===== config.mk =====
export PLATFORM = sky130hd
export DESIGN_NAME = addr_seq_ctrl
export DESIGN_NICKNAME = d
export VERILOG_FILES = /design/src/rtl/drv_pkg.sv /design/src/rtl/addr_mon_bank.sv /design/src/rtl/addr_seq_ctrl.sv
export SDC_FILE = /design/constraint.sdc
export NUM_CORES = 1
export LEC_CHECK = 0
export ABC_AREA = 1
export CAP_MARGIN = 0
export CELL_PAD_IN_SITES_DETAIL_PLACEMENT = 0
export CELL_PAD_IN_SITES_GLOBAL_PLACEMENT = 1
export CORE_ASPECT_RATIO = 1.75
export CORE_MARGIN = 8
export CORE_UTILIZATION = 26
export CTS_CLUSTER_DIAMETER = 50
export DETAILED_ROUTE_END_ITERATION = 16
export GPL_TIMING_DRIVEN = 0
export PLACE_DENSITY = 0.92
export SYNTH_ARGS = -nofsm -noshare
export SYNTH_HDL_FRONTEND = slang
export SYNTH_SLANG_ARGS = --single-unit

===== constraint.sdc =====
create_clock -name clk -period 3.1 [get_ports clk]
set_input_delay 0.62 -clock clk [delete_from_list [all_inputs] [get_ports clk]]
set_output_delay 0.62 -clock clk [all_outputs]
set_load 0.01 [all_outputs]

===== src/rtl/drv_pkg.sv =====
// drv_pkg: types and constants shared by the driver address sequencer
// and the driver register block.
package drv_pkg;

   typedef enum logic [1:0] {
      IDLE  = 2'd0,
      ISSUE = 2'd1,
      ABORT = 2'd2
   } seq_state_t;

   localparam int unsigned NUM_MON   = 16;
   localparam int unsigned MON_BIN_W = 4;
   localparam int unsigned MON_CNT_W = 16;

endpackage


===== src/rtl/addr_mon_bank.sv =====
// addr_mon_bank: 16 saturating per-bin beat counters with synchronous clear.
// Only built when ADDR_SEQ_MON_EN is defined.
`ifdef ADDR_SEQ_MON_EN
module addr_mon_bank
   import drv_pkg::*;
#(
   parameter int unsigned CNT_W = MON_CNT_W
) (
   input  logic                             clk,
   input  logic                             reset,
   input  logic                             inc,
   input  logic [MON_BIN_W-1:0]             bin,
   input  logic                             clr,
   output logic [NUM_MON-1:0][CNT_W-1:0]    cnts
);

   logic [NUM_MON-1:0][CNT_W-1:0] cnt_q, cnt_d;

   // Clear beats an increment in the same cycle; counts stick at all-ones.
   always_comb begin
      cnt_d = cnt_q;
      if (clr) begin
         cnt_d = '0;
      end else if (inc && (cnt_q[bin] != '1)) begin
         cnt_d[bin] = cnt_q[bin] + CNT_W'(1);
      end
   end

   // Counter register with synchronous active-low reset.
   always_ff @(posedge clk) begin
      if (!reset) cnt_q <= '0;
      else        cnt_q <= cnt_d;
   end

   assign cnts = cnt_q;

endmodule
`endif


===== src/rtl/addr_seq_ctrl.sv =====
// addr_seq_ctrl: pops addresses from the address FIFO, optionally expands
// each into a burst of consecutive addresses, and issues them on a
// valid/ready interface. Optional monitor bank under ADDR_SEQ_MON_EN.
module addr_seq_ctrl
   import drv_pkg::*;
#(
   parameter int unsigned ADDR_W    = 32,
   parameter int unsigned CNT_W     = 16,
   parameter int unsigned ADDR_STEP = 1,
   parameter int unsigned MON_LSB   = 12
) (
   input  logic                             clk,
   input  logic                             reset,
   input  logic                             active_program,
   input  logic                             abort_program,
   input  logic                             freeze_addr_fifo,
   input  logic                             send_consec_addr,
   input  logic [7:0]                       consec_count,
   input  logic [ADDR_W-1:0]                fifo_dout,
   input  logic                             fifo_empty,
   output logic                             fifo_rd,
   output logic [ADDR_W-1:0]                drv_addr,
   output logic                             drv_valid,
   input  logic                             drv_ready,
   input  logic                             mon_clr,
   output logic [NUM_MON-1:0][CNT_W-1:0]    addr_mon_cnts,
   output logic                             seq_busy,
   output logic                             seq_done
);

   seq_state_t        state_q, state_d;
   logic [ADDR_W-1:0] cur_q, cur_d;
   logic [7:0]        rem_q, rem_d;
   logic              seq_done_q, seq_done_d;
   logic              pop_ok, pop, hs;

   assign pop_ok = active_program & ~fifo_empty & ~freeze_addr_fifo & ~abort_program;
   assign hs     = (state_q == ISSUE) & drv_ready;

   // Next-state, burst address/remaining count and pop strobe.
   always_comb begin
      state_d    = state_q;
      cur_d      = cur_q;
      rem_d      = rem_q;
      seq_done_d = 1'b0;
      pop        = 1'b0;
      unique case (state_q)
         IDLE: begin
            if (pop_ok) begin
               pop     = 1'b1;
               cur_d   = fifo_dout;
               rem_d   = send_consec_addr ? consec_count : 8'd0;
               state_d = ISSUE;
            end
         end
         ISSUE: begin
            if (abort_program) begin
               rem_d   = 8'd0;
               state_d = ABORT;
            end else if (hs) begin
               if (rem_q != 8'd0) begin
                  cur_d = cur_q + ADDR_W'(ADDR_STEP);
                  rem_d = rem_q - 8'd1;
               end else if (pop_ok) begin
                  pop   = 1'b1;
                  cur_d = fifo_dout;
                  rem_d = send_consec_addr ? consec_count : 8'd0;
               end else begin
                  state_d    = IDLE;
                  seq_done_d = 1'b1;
               end
            end
         end
         ABORT: begin
            state_d    = IDLE;
            seq_done_d = 1'b1;
         end
         default: state_d = IDLE;
      endcase
   end

   // Sequencer registers with synchronous active-low reset.
   always_ff @(posedge clk) begin
      if (!reset) begin
         state_q    <= IDLE;
         cur_q      <= '0;
         rem_q      <= '0;
         seq_done_q <= 1'b0;
      end else begin
         state_q    <= state_d;
         cur_q      <= cur_d;
         rem_q      <= rem_d;
         seq_done_q <= seq_done_d;
      end
   end

   assign fifo_rd   = pop & reset;
   assign drv_addr  = cur_q;
   assign drv_valid = (state_q == ISSUE);
   assign seq_busy  = (state_q != IDLE);
   assign seq_done  = seq_done_q;

`ifdef ADDR_SEQ_MON_EN
   addr_mon_bank #(
      .CNT_W (CNT_W)
   ) u_mon (
      .clk   (clk),
      .reset (reset),
      .inc   (hs),
      .bin   (cur_q[MON_LSB +: MON_BIN_W]),
      .clr   (mon_clr),
      .cnts  (addr_mon_cnts)
   );
`else
   logic unused_mon_clr;
   assign unused_mon_clr = mon_clr;
   assign addr_mon_cnts  = '0;
`endif

endmodule


# [Word level (Yosys, flattened, before mapping)]
# Cells that the tools add are included.
[word_totals] in_bits=49 elab_cells=56 output_inout_bits=292 regBits=43
[classes] addsub=2 n_reduce_logical=7 n_mux=27 bitwise=8 n_eq_ne=8
[ops] operator="2-to-1 mux 32 bit" n=4
[ops] operator="one-hot mux 32 bit (2 select lines)" n=1
[ops] operator="2-to-1 mux 8 bit" n=5
[ops] operator="adder 32 x 1 -> 32 bit (second input constant)" n=1
[ops] operator="one-hot mux 8 bit (2 select lines)" n=1
[ops] operator="2-to-1 mux 2 bit" n=5
[ops] operator="2-to-1 mux 1 bit" n=8
[ops] operator="nonzero test 8 bit" n=1
[ops] operator="subtractor 8 x 1 -> 8 bit (second input constant)" n=1
[ops] operator="inequality test 3 bit (second input constant)" n=2
[ops] operator="bitwise AND 1 bit" n=5
[ops] operator="inequality test 2 bit (second input constant)" n=2
[ops] operator="one-hot mux 1 bit (2 select lines)" n=2
[ops] operator="one-hot mux 2 bit (2 select lines)" n=1
[ops] operator="AND reduction 4 bit" n=1
[ops] operator="nonzero test 2 bit" n=2
[ops] operator="inequality test 3 x 2 -> 1 bit (second input constant)" n=1
[ops] operator="NOT 1 bit" n=3
[ops] operator="AND reduction 3 bit" n=1
[ops] operator="== test 2 x 1 -> 1 bit (second input constant)" n=1
[ops] operator="== test 2 bit (second input constant)" n=1
[ops] operator="logical NOT 2 bit" n=1
[ops] operator="inequality test 2 x 1 -> 1 bit (second input constant)" n=1
[ops] operator="AND reduction 2 bit" n=1

# [Longest topological paths before layout]
# Gate-level depths: netlist of the first run.
[logic_depth] word_depth=10 depth_mapped=11 depth_no_buf=11

# [Worst setup path after synthesis of the first run]
# OpenSTA, ideal clock, no wires.
[synth_path] kind="input to output" start="in active_program" end="out fifo_rd" t_required_ns=2.480 stages=6 arrival_time_ns=1.634 path_buffers=2 slack_ns=0.846 cell_sequence="inv_1 > nor2_1 > nand2_1 > buf_2 > buf_1 > nor4_1"
[synth_between] elab_chain_len=9
[synth_lines] item="start: declaration" line="addr_seq_ctrl.sv:14" text="input logic active_program,"
[synth_lines] item="bitwise AND 1 bit * (3 in series)" line="addr_seq_ctrl.sv:37" text="assign pop_ok = active_program & ~fifo_empty & ~freeze_addr_fifo & ~abort_program;"
[synth_lines] item="2-to-1 mux 1 bit *" line="addr_seq_ctrl.sv:49, addr_seq_ctrl.sv:64"
[synth_lines] item="2-to-1 mux 1 bit" line="addr_seq_ctrl.sv:61" text="if (rem_q != 8'd0) begin"
[synth_lines] item="2-to-1 mux 1 bit" line="addr_seq_ctrl.sv:60" text="end else if (hs) begin"
[synth_lines] item="2-to-1 mux 1 bit" line="addr_seq_ctrl.sv:57" text="if (abort_program) begin"
[synth_lines] item="one-hot mux 1 bit (2 select lines) *" line="addr_seq_ctrl.sv:47" text="unique case (state_q)"
[synth_lines] item="bitwise AND 1 bit *" line="addr_seq_ctrl.sv:97" text="assign fifo_rd = pop & reset;"
[synth_lines] item="end: declaration" line="addr_seq_ctrl.sv:21" text="output logic fifo_rd,"
# Every way passes the cells marked *; elsewhere a longest branch is shown, timed or not.

# [Worst setup path in the final report of the first run]
[layout_path] start="in abort_program" end="out fifo_rd"
[layout_between] elab_chain_len=8
[layout_lines] item="start: declaration" line="addr_seq_ctrl.sv:15" text="input logic abort_program,"
[layout_lines] item="NOT 1 bit" line="addr_seq_ctrl.sv:37"
[layout_lines] item="bitwise AND 1 bit" line="addr_seq_ctrl.sv:37"
[layout_lines] item="2-to-1 mux 1 bit" line="addr_seq_ctrl.sv:49, addr_seq_ctrl.sv:64"
[layout_lines] item="2-to-1 mux 1 bit" line="addr_seq_ctrl.sv:61"
[layout_lines] item="2-to-1 mux 1 bit" line="addr_seq_ctrl.sv:60"
[layout_lines] item="2-to-1 mux 1 bit" line="addr_seq_ctrl.sv:57"
[layout_lines] item="one-hot mux 1 bit (2 select lines) *" line="addr_seq_ctrl.sv:47"
[layout_lines] item="bitwise AND 1 bit *" line="addr_seq_ctrl.sv:97"
# Marks and branches as above.

==> metrics.md, run 1 <==
| Metric | Value |
|---|---|
| Status | finished clean |
| Root buffer cell | clkbuf_16 |
| Clock share of power | 0.144 |
| First-pass GRT wire length | 30,000 um |
| Metal-1 WL | 6710 um |
| Largest net degree at the start of global routing | 20 |
| Max Used Layer | met4 |
| Cts-stage hold buffer count | 0 |
| Core region area | about 0.021 sq mm |
| Die Ht | 209 um |
| Die Area | 0.0264 sq mm |
| Die width | 126 um |
| Seq cells post-synth | 43 |
| Syn Area/Cell | 6.04 sq um |
| Vias | 5,765 |
| Worst relative slew slack | 0.562 |
| Nets | 1,313 |
| Detailed-route DRC error count | 0 |
| CP max FO | 19 |
| H-tree depth | 2 |
| Vias in the first global route | 5,751 |
| PnR Total Power | around 3.7 mW |
| Share of the synthesized area in the top cell type | 0.352 |
| Latest clock arrival within the worst-skew pair | 290 ps |
| Final hold slack | 484 ps |
| Row count | 70 |
| Count of final setup violators | 0 |
| DRT iter0 DRCs | 241 |
| Area grow syn2layout | 40.7% |
| Commonest non-fill, non-tap cell in the layout | nand2_1 |
| Setup Skew | 5.99 ps |
| Mapped Cells | roughly 920 |
| Hold WC Path Type | reg -> reg |
| Fill count | between 2,000 and 2,500 |
| Max Freq | around 0.34 GHz |
| Switch share | 0.470 |
| WL met3 | 2210 um |
| Sequential area share after synthesis | 0.156 |
| Drt first pass iters | 7 |
| DRT Wirelength | 19,700 um |
| GRT Total Usage | 0.144 |
| Synth area leader | buf_4 |
| Final min period | 2910 ps |
| Required @ worst endpoint | 2480 ps |
| Crit path DAT | 2290 ps |
| CP Capture Type | output port |
| Netlist cell types | 33 |
| Routed WL per cell | around 13 um |
| DP Cell Count | around 1,500 |
| CTS tree | yes |
| Initial Utilization | 0.264 |
| Reg clk slew, reported paths | 60 ps |
| Worst slew pin tran | about 660 ps |
| Antenna cells | 0 |
| Cell Area, Synth | 0.00553 sq mm |
| Final Non-Filler Cells | 1,512 |
| Net Sw Power | around 1.8 mW |
| Most frequent cells in the layout | 263 x nand2_1, 260 x buf_4, 256 x conb_1 |
| Max-capacitance violation count | 0 |
| Tcrit/Tclk final | 0.938 |
| Dpl hpwl | 17,100 um |
| Synth Warn # | 0 |
| I/O pins | 341 |
| Sequential power share | 0.265 |
| Internal power | 1.97 mW |
| Worst-case clock buffer depth | 2 |
| Final Slew Violations | 0 |
| CP Class | in -> out |
| Critical path startpoint category | input pin |
| RSZ-0062 raised after global routing | false |
| Met2 WL | ~10,000 um |
| LEAKAGE | 4.07 nW |
| Gr ovfl total | 0 |
| Final instance area | 0.00778 sq mm |
| Pwr/cell area | 479 mW/mm^2 |
| Vias per cell | 3.81 |
| Antenna violations before repair | 0 |
| GP Congestion | 0.889 |
| Clock buffer count from CTS | 5 |
| Area of placed instances | 0.00762 sq mm |
| Post-route ant nets | 0 |
| Setup TNS | 0 ps |
| I/O Buffers | just over 80 |
| Synth top area cells | buf_4 35%, nand2_1 18%, dfxtp_1 16% |
| Logic pwr share | 0.591 |
| CTS Sinks | 43 |
| Final Hold Fails | 0 |
| Worst VDD drop | approximately 200 uV |
| Layout cells sized above 1 | 0.237 |
## cell families after synthesis
group                    Yosys count  synth area share
flip-flops                        43             0.156
AO/OA/AOI/OAI                    105             0.104
other                              1          0.000678
adder cells (fa/ha/maj)            5            0.0113
buffers and inverters            337             0.409
XOR/XNOR                           7            0.0111
AND/OR/NAND/NOR                  418             0.308
## path summary, 6_finish.rpt
| check | start | depth (start not counted) | slack (ps) | endpoint |
|---|---|---|---|---|
| setup / recovery | abort_program | 6 | 190 | fifo_rd |
| hold / removal | rem_q[0] | 2 | 480 | rem_q[0] |
| setup reg to reg | state_q[1] | 8 | 870 | drv_addr[4] |
| hold reg to reg | rem_q[0] | 2 | 480 | rem_q[0] |
## per-layer routing
metal  vias up  GRT usage
li1       3028          -
met1      2361      0.125
met2       343      0.279
met3        33     0.0620
met4         0     0.0584
met5         -          0
## synth_stat cells, drive strengths merged
cell / n
xnor2: 1
xor2: 6
clkbuf: 7
clkinv: 1
ha: 5
or2: 3
o211ai: 6
nor2: 97
a31oi: 2
nand3: 40
inv: 56
nor4: 1
nand2: 265
dfxtp: 43
nand3b: 8
conb: 1
o21ai: 44
nor3: 1
a21oi: 53
nand4: 3
buf: 273
## flip-flops by register name (all words and copies together), names as in the netlist
register / count
seq_done: 1
state_q: 2
rem_q: 8
drv_addr: 32
## stage by stage
stage                     setup WS [ps]  utilization
after floorplan                     846            -
after global placement             -739        0.364
after detailed placement           -681        0.364
after CTS                           104        0.372
after global routing               39.7        0.372
final                               192        0.372
## power by group through the flow
stage,combinational (mW),clock (mW),sequential (mW)
after floorplan,1.46,0,0.961
after detailed placement,2.18,0,0.994
after global placement,2.17,0,0.994
final,2.21,0.537,0.987
after global routing,2.46,0.568,1.02
after CTS,2.20,0.550,0.983
## area by class of cell
type	instances	area, sq um	area share
Buffer	278	2040	0.263
Clock buffer	7	133	0.0170
Clock inverter	1	5.00	0.000643
Inverter	57	218	0.0280
Multi-Input combinational cell	791	3380	0.434
Sequential cell	43	861	0.111
Tap cell	252	315	0.0405
Timing Repair Buffer	83	827	0.106
## critical path: stages
cell	delay, ps
clkdlybuf4s50_1	470
nor2_2	190
nand2_1	100
buf_2	270
nor4_4	320
dlygate4sd2_1	320
## timing repair
item,CTS,global route
resized for setup,5,0
setup buffers,1,0
endpoints found under the setup margin,1,0
Note: power is estimated with default switching activity, not from simulation.
==> run 2, diff against run 1 <==
==> constraint.sdc (replaced) <==
create_clock -name clk -period 3.1 [get_ports clk]
set_input_delay 0.31 -clock clk [delete_from_list [all_inputs] [get_ports clk]]
set_output_delay 0.31 -clock clk [all_outputs]
set_load 0.01 [all_outputs]
==> run 2 against run 1 <==
Against the previous run: hold slack better by 3.0 ps; via count down 0.12%; highest routed layer unchanged; global-route usage about the same; flip-flop and latch count unchanged; largest cell class unchanged; combinational power about the same; maximum frequency up 7.3%; power about the same; die area unchanged; critical endpoint unchanged.
==> metrics.md, run 2 (synthesized netlist as in run 1, its figures left out) <==
| Metric | Value |
|---|---|
| Largest net degree at the start of global routing | 13 (-35%) |
| Layout cells sized above 1 | 0.235 (-0.00238) |
| Critical Path Start | rem_q[0] |
| CTS Sinks | 43 (unchanged) |
| Dpl hpwl | 17,100 um (unchanged) |
| Row count | 70 (unchanged) |
| Vias in the first global route | 5,756 (+0.087%) |
| Commonest non-fill, non-tap cell in the layout | nand2_1 |
| I/O pins | 341 (unchanged) |
| Post-route ant nets | 0 (unchanged) |
| Reg2reg start | state_q[1] |
| DRT iter0 DRCs | 249 (+3.3%) |
| Worst relative slew slack | 0.526 (-0.0356) |
| Setup Skew | 5.48 ps (-0.501 ps) |
| Die Area | 0.0264 sq mm (unchanged) |
| Latest clock arrival within the worst-skew pair | 290 ps (about the same) |
| Vias | 5,758 (-0.12%) |
| Nets | 1,313 (unchanged) |
| GP Congestion | 0.889 (unchanged) |
| Antenna cells | 0 (unchanged) |
| Core region area | 0.0209 sq mm (unchanged) |
| Initial Utilization | 0.264 (unchanged) |
| CP Class | reg -> out |
| Worst-case clock buffer depth | 2 (unchanged) |
| RR Endpoint | drv_addr[2] |
| R2R depth | 8 (unchanged) |
| Final Hold Fails | 0 (unchanged) |
| Antenna violations before repair | 0 (unchanged) |
| Fill count | 2,315 (unchanged) |
| Hold WC Path Type | reg -> reg |
| Clock buffer count from CTS | 5 (unchanged) |
| Worst VDD drop | 201 uV (-0.68%) |
| Reg clk slew, reported paths | 60 ps (about the same) |
| Final Non-Filler Cells | 1,512 (unchanged) |
| CP Capture Type | output port |
| Status | finished clean |
| Final hold slack | 487 ps (+3.05 ps) |
| DP Cell Count | 1,505 (unchanged) |
| Crit path to | fifo_rd |
| Multi-input logic area | 0.00337 sq mm (-0.33%) |
| Final min period | 2710 ps (-198 ps) |
| I/O Buffers | 82 (unchanged) |
| GRT Total Usage | 0.144 (about the same) |
| Count of final setup violators | 0 (unchanged) |
| Gr ovfl total | 0 (unchanged) |
| Setup Fix Bufs, Post-CTS | 0 (-1) |
| Seq. cell area | 861 sq um (unchanged) |
| Tcrit/Tclk final | 0.874 (-0.0638) |
| Final Slew Violations | 0 (unchanged) |
| Worst slew pin tran | 710 ps (+53.4 ps) |
| Max Freq | 0.369 GHz (+7.3%) |
| Max-capacitance violation count | 0 (unchanged) |
| CP max FO | 9 (-10) |
| Critical path startpoint category | flip-flop |
| CTS tree | yes |
| Drt first pass iters | 5 (-2) |
| Reg-to-reg slack, setup | 880 ps (about the same) |
| Area grow syn2layout | 40.4% |
| H-tree depth | 2 (unchanged) |
| RSZ-0062 raised after global routing | false |
| Vias per cell | 3.81 (-0.12%) |
| First-pass GRT wire length | 30,000 um (about the same) |
| DRT Wirelength | 19,700 um (-0.14%) |
| Root buffer cell | clkbuf_16 |
| Most frequent cells in the layout | 263 x nand2_1, 259 x buf_4, 256 x conb_1 |
| Pwr/cell area | 480 mW/mm^2 (+0.14%) |
| LEAKAGE | 4.07 nW (about the same) |
| Required @ worst endpoint | 2790 ps (+310 ps) |
| Die width | 126 um (unchanged) |
| Max FFs per register | 32 (unchanged) |
| Routed WL per cell | 13.0 um (-0.14%) |
| Die Ht | 209 um (unchanged) |
| Detailed-route DRC error count | 0 (unchanged) |
| Crit path DAT | 2400 ps (+110 ps) |
[run 2: worst max-delay path: stages, from the launching register on]
cell	delay (ps)
dfxtp_1	320
inv_1	130
ha_1	230
nand2_1	170
nor2_4	280
a31oi_1	150
nor4_2	210
clkdlybuf4s50_1	600
[run 2: worst min-delay path by stage]
stage,startpoint,endpoint,slack [ps],cells past startpoint
finish,rem_q[0],rem_q[0],490,2
global route,rem_q[0],rem_q[0],490,2
CTS,rem_q[0],rem_q[0],490,2
detailed placement,rem_q[0],rem_q[0],480,2
global placement,state_q[1],state_q[1],470,2
floorplan,reset,rem_q[6],450,2
[run 2: report_power, final]
part | total [mW] | internal (mW) | switching, mW
sequential | 0.986 | 0.712 | 0.274
clock | 0.536 | 0.299 | 0.237
combinational | 2.20 | 0.963 | 1.24
total | 3.73 | 1.97 | 1.75
[run 2: repair_timing]
item,CTS,global route
endpoints found under the hold margin,0,0
hold buffers,0,0
endpoints found under the setup margin,1,1
gates resized for setup,1,0
[run 2: metal layers]
| layer | GRT usage | share of wire |
|---|---|---|
| met1 | 0.125 | 0.34 |
| met2 | 0.280 | 0.52 |
| met3 | 0.0620 | 0.11 |
| met4 | 0.0538 | 0.026 |
| met5 | 0 | 0 |
[run 2: metrics by stage]
step / TNS [ps] / setup WS [ps] / util / area (sq um) / power, mW
after floorplan: 0 / 1410 / - / 6490 / 2.42
after CTS: 0 / 28.4 / 0.371 / 7770 / 3.73
final: 0 / 390 / 0.371 / 7760 / 3.73
after global routing: 0 / 188 / 0.371 / 7760 / 4.04
after global placement: -119 / -119 / 0.364 / 7620 / 3.16
after detailed placement: -61.1 / -61.1 / 0.364 / 7620 / 3.18
[run 2: area by class of cell]
class,instances,share of cell area
plain buffers,279,0.264
flip-flops and latches,43,0.111
repair buffers,82,0.106
clock buffers,7,0.0171
well taps,252,0.0406
multi-input cells,791,0.434
clock inverters,1,0.000645
inverters,57,0.0276
==> run 3, diff against run 2 <==
--- a/config.mk
+++ b/config.mk
@@ -16,6 +16,7 @@
 export DETAILED_ROUTE_END_ITERATION = 16
 export GPL_TIMING_DRIVEN = 0
 export PLACE_DENSITY = 0.92
+export SETUP_SLACK_MARGIN = 0.02
 export SYNTH_ARGS = -nofsm -noshare
 export SYNTH_HDL_FRONTEND = slang
 export SYNTH_SLANG_ARGS = --single-unit
==> results of run 3 <==
Final layout, timing and power as in run 2 (identical DEF).
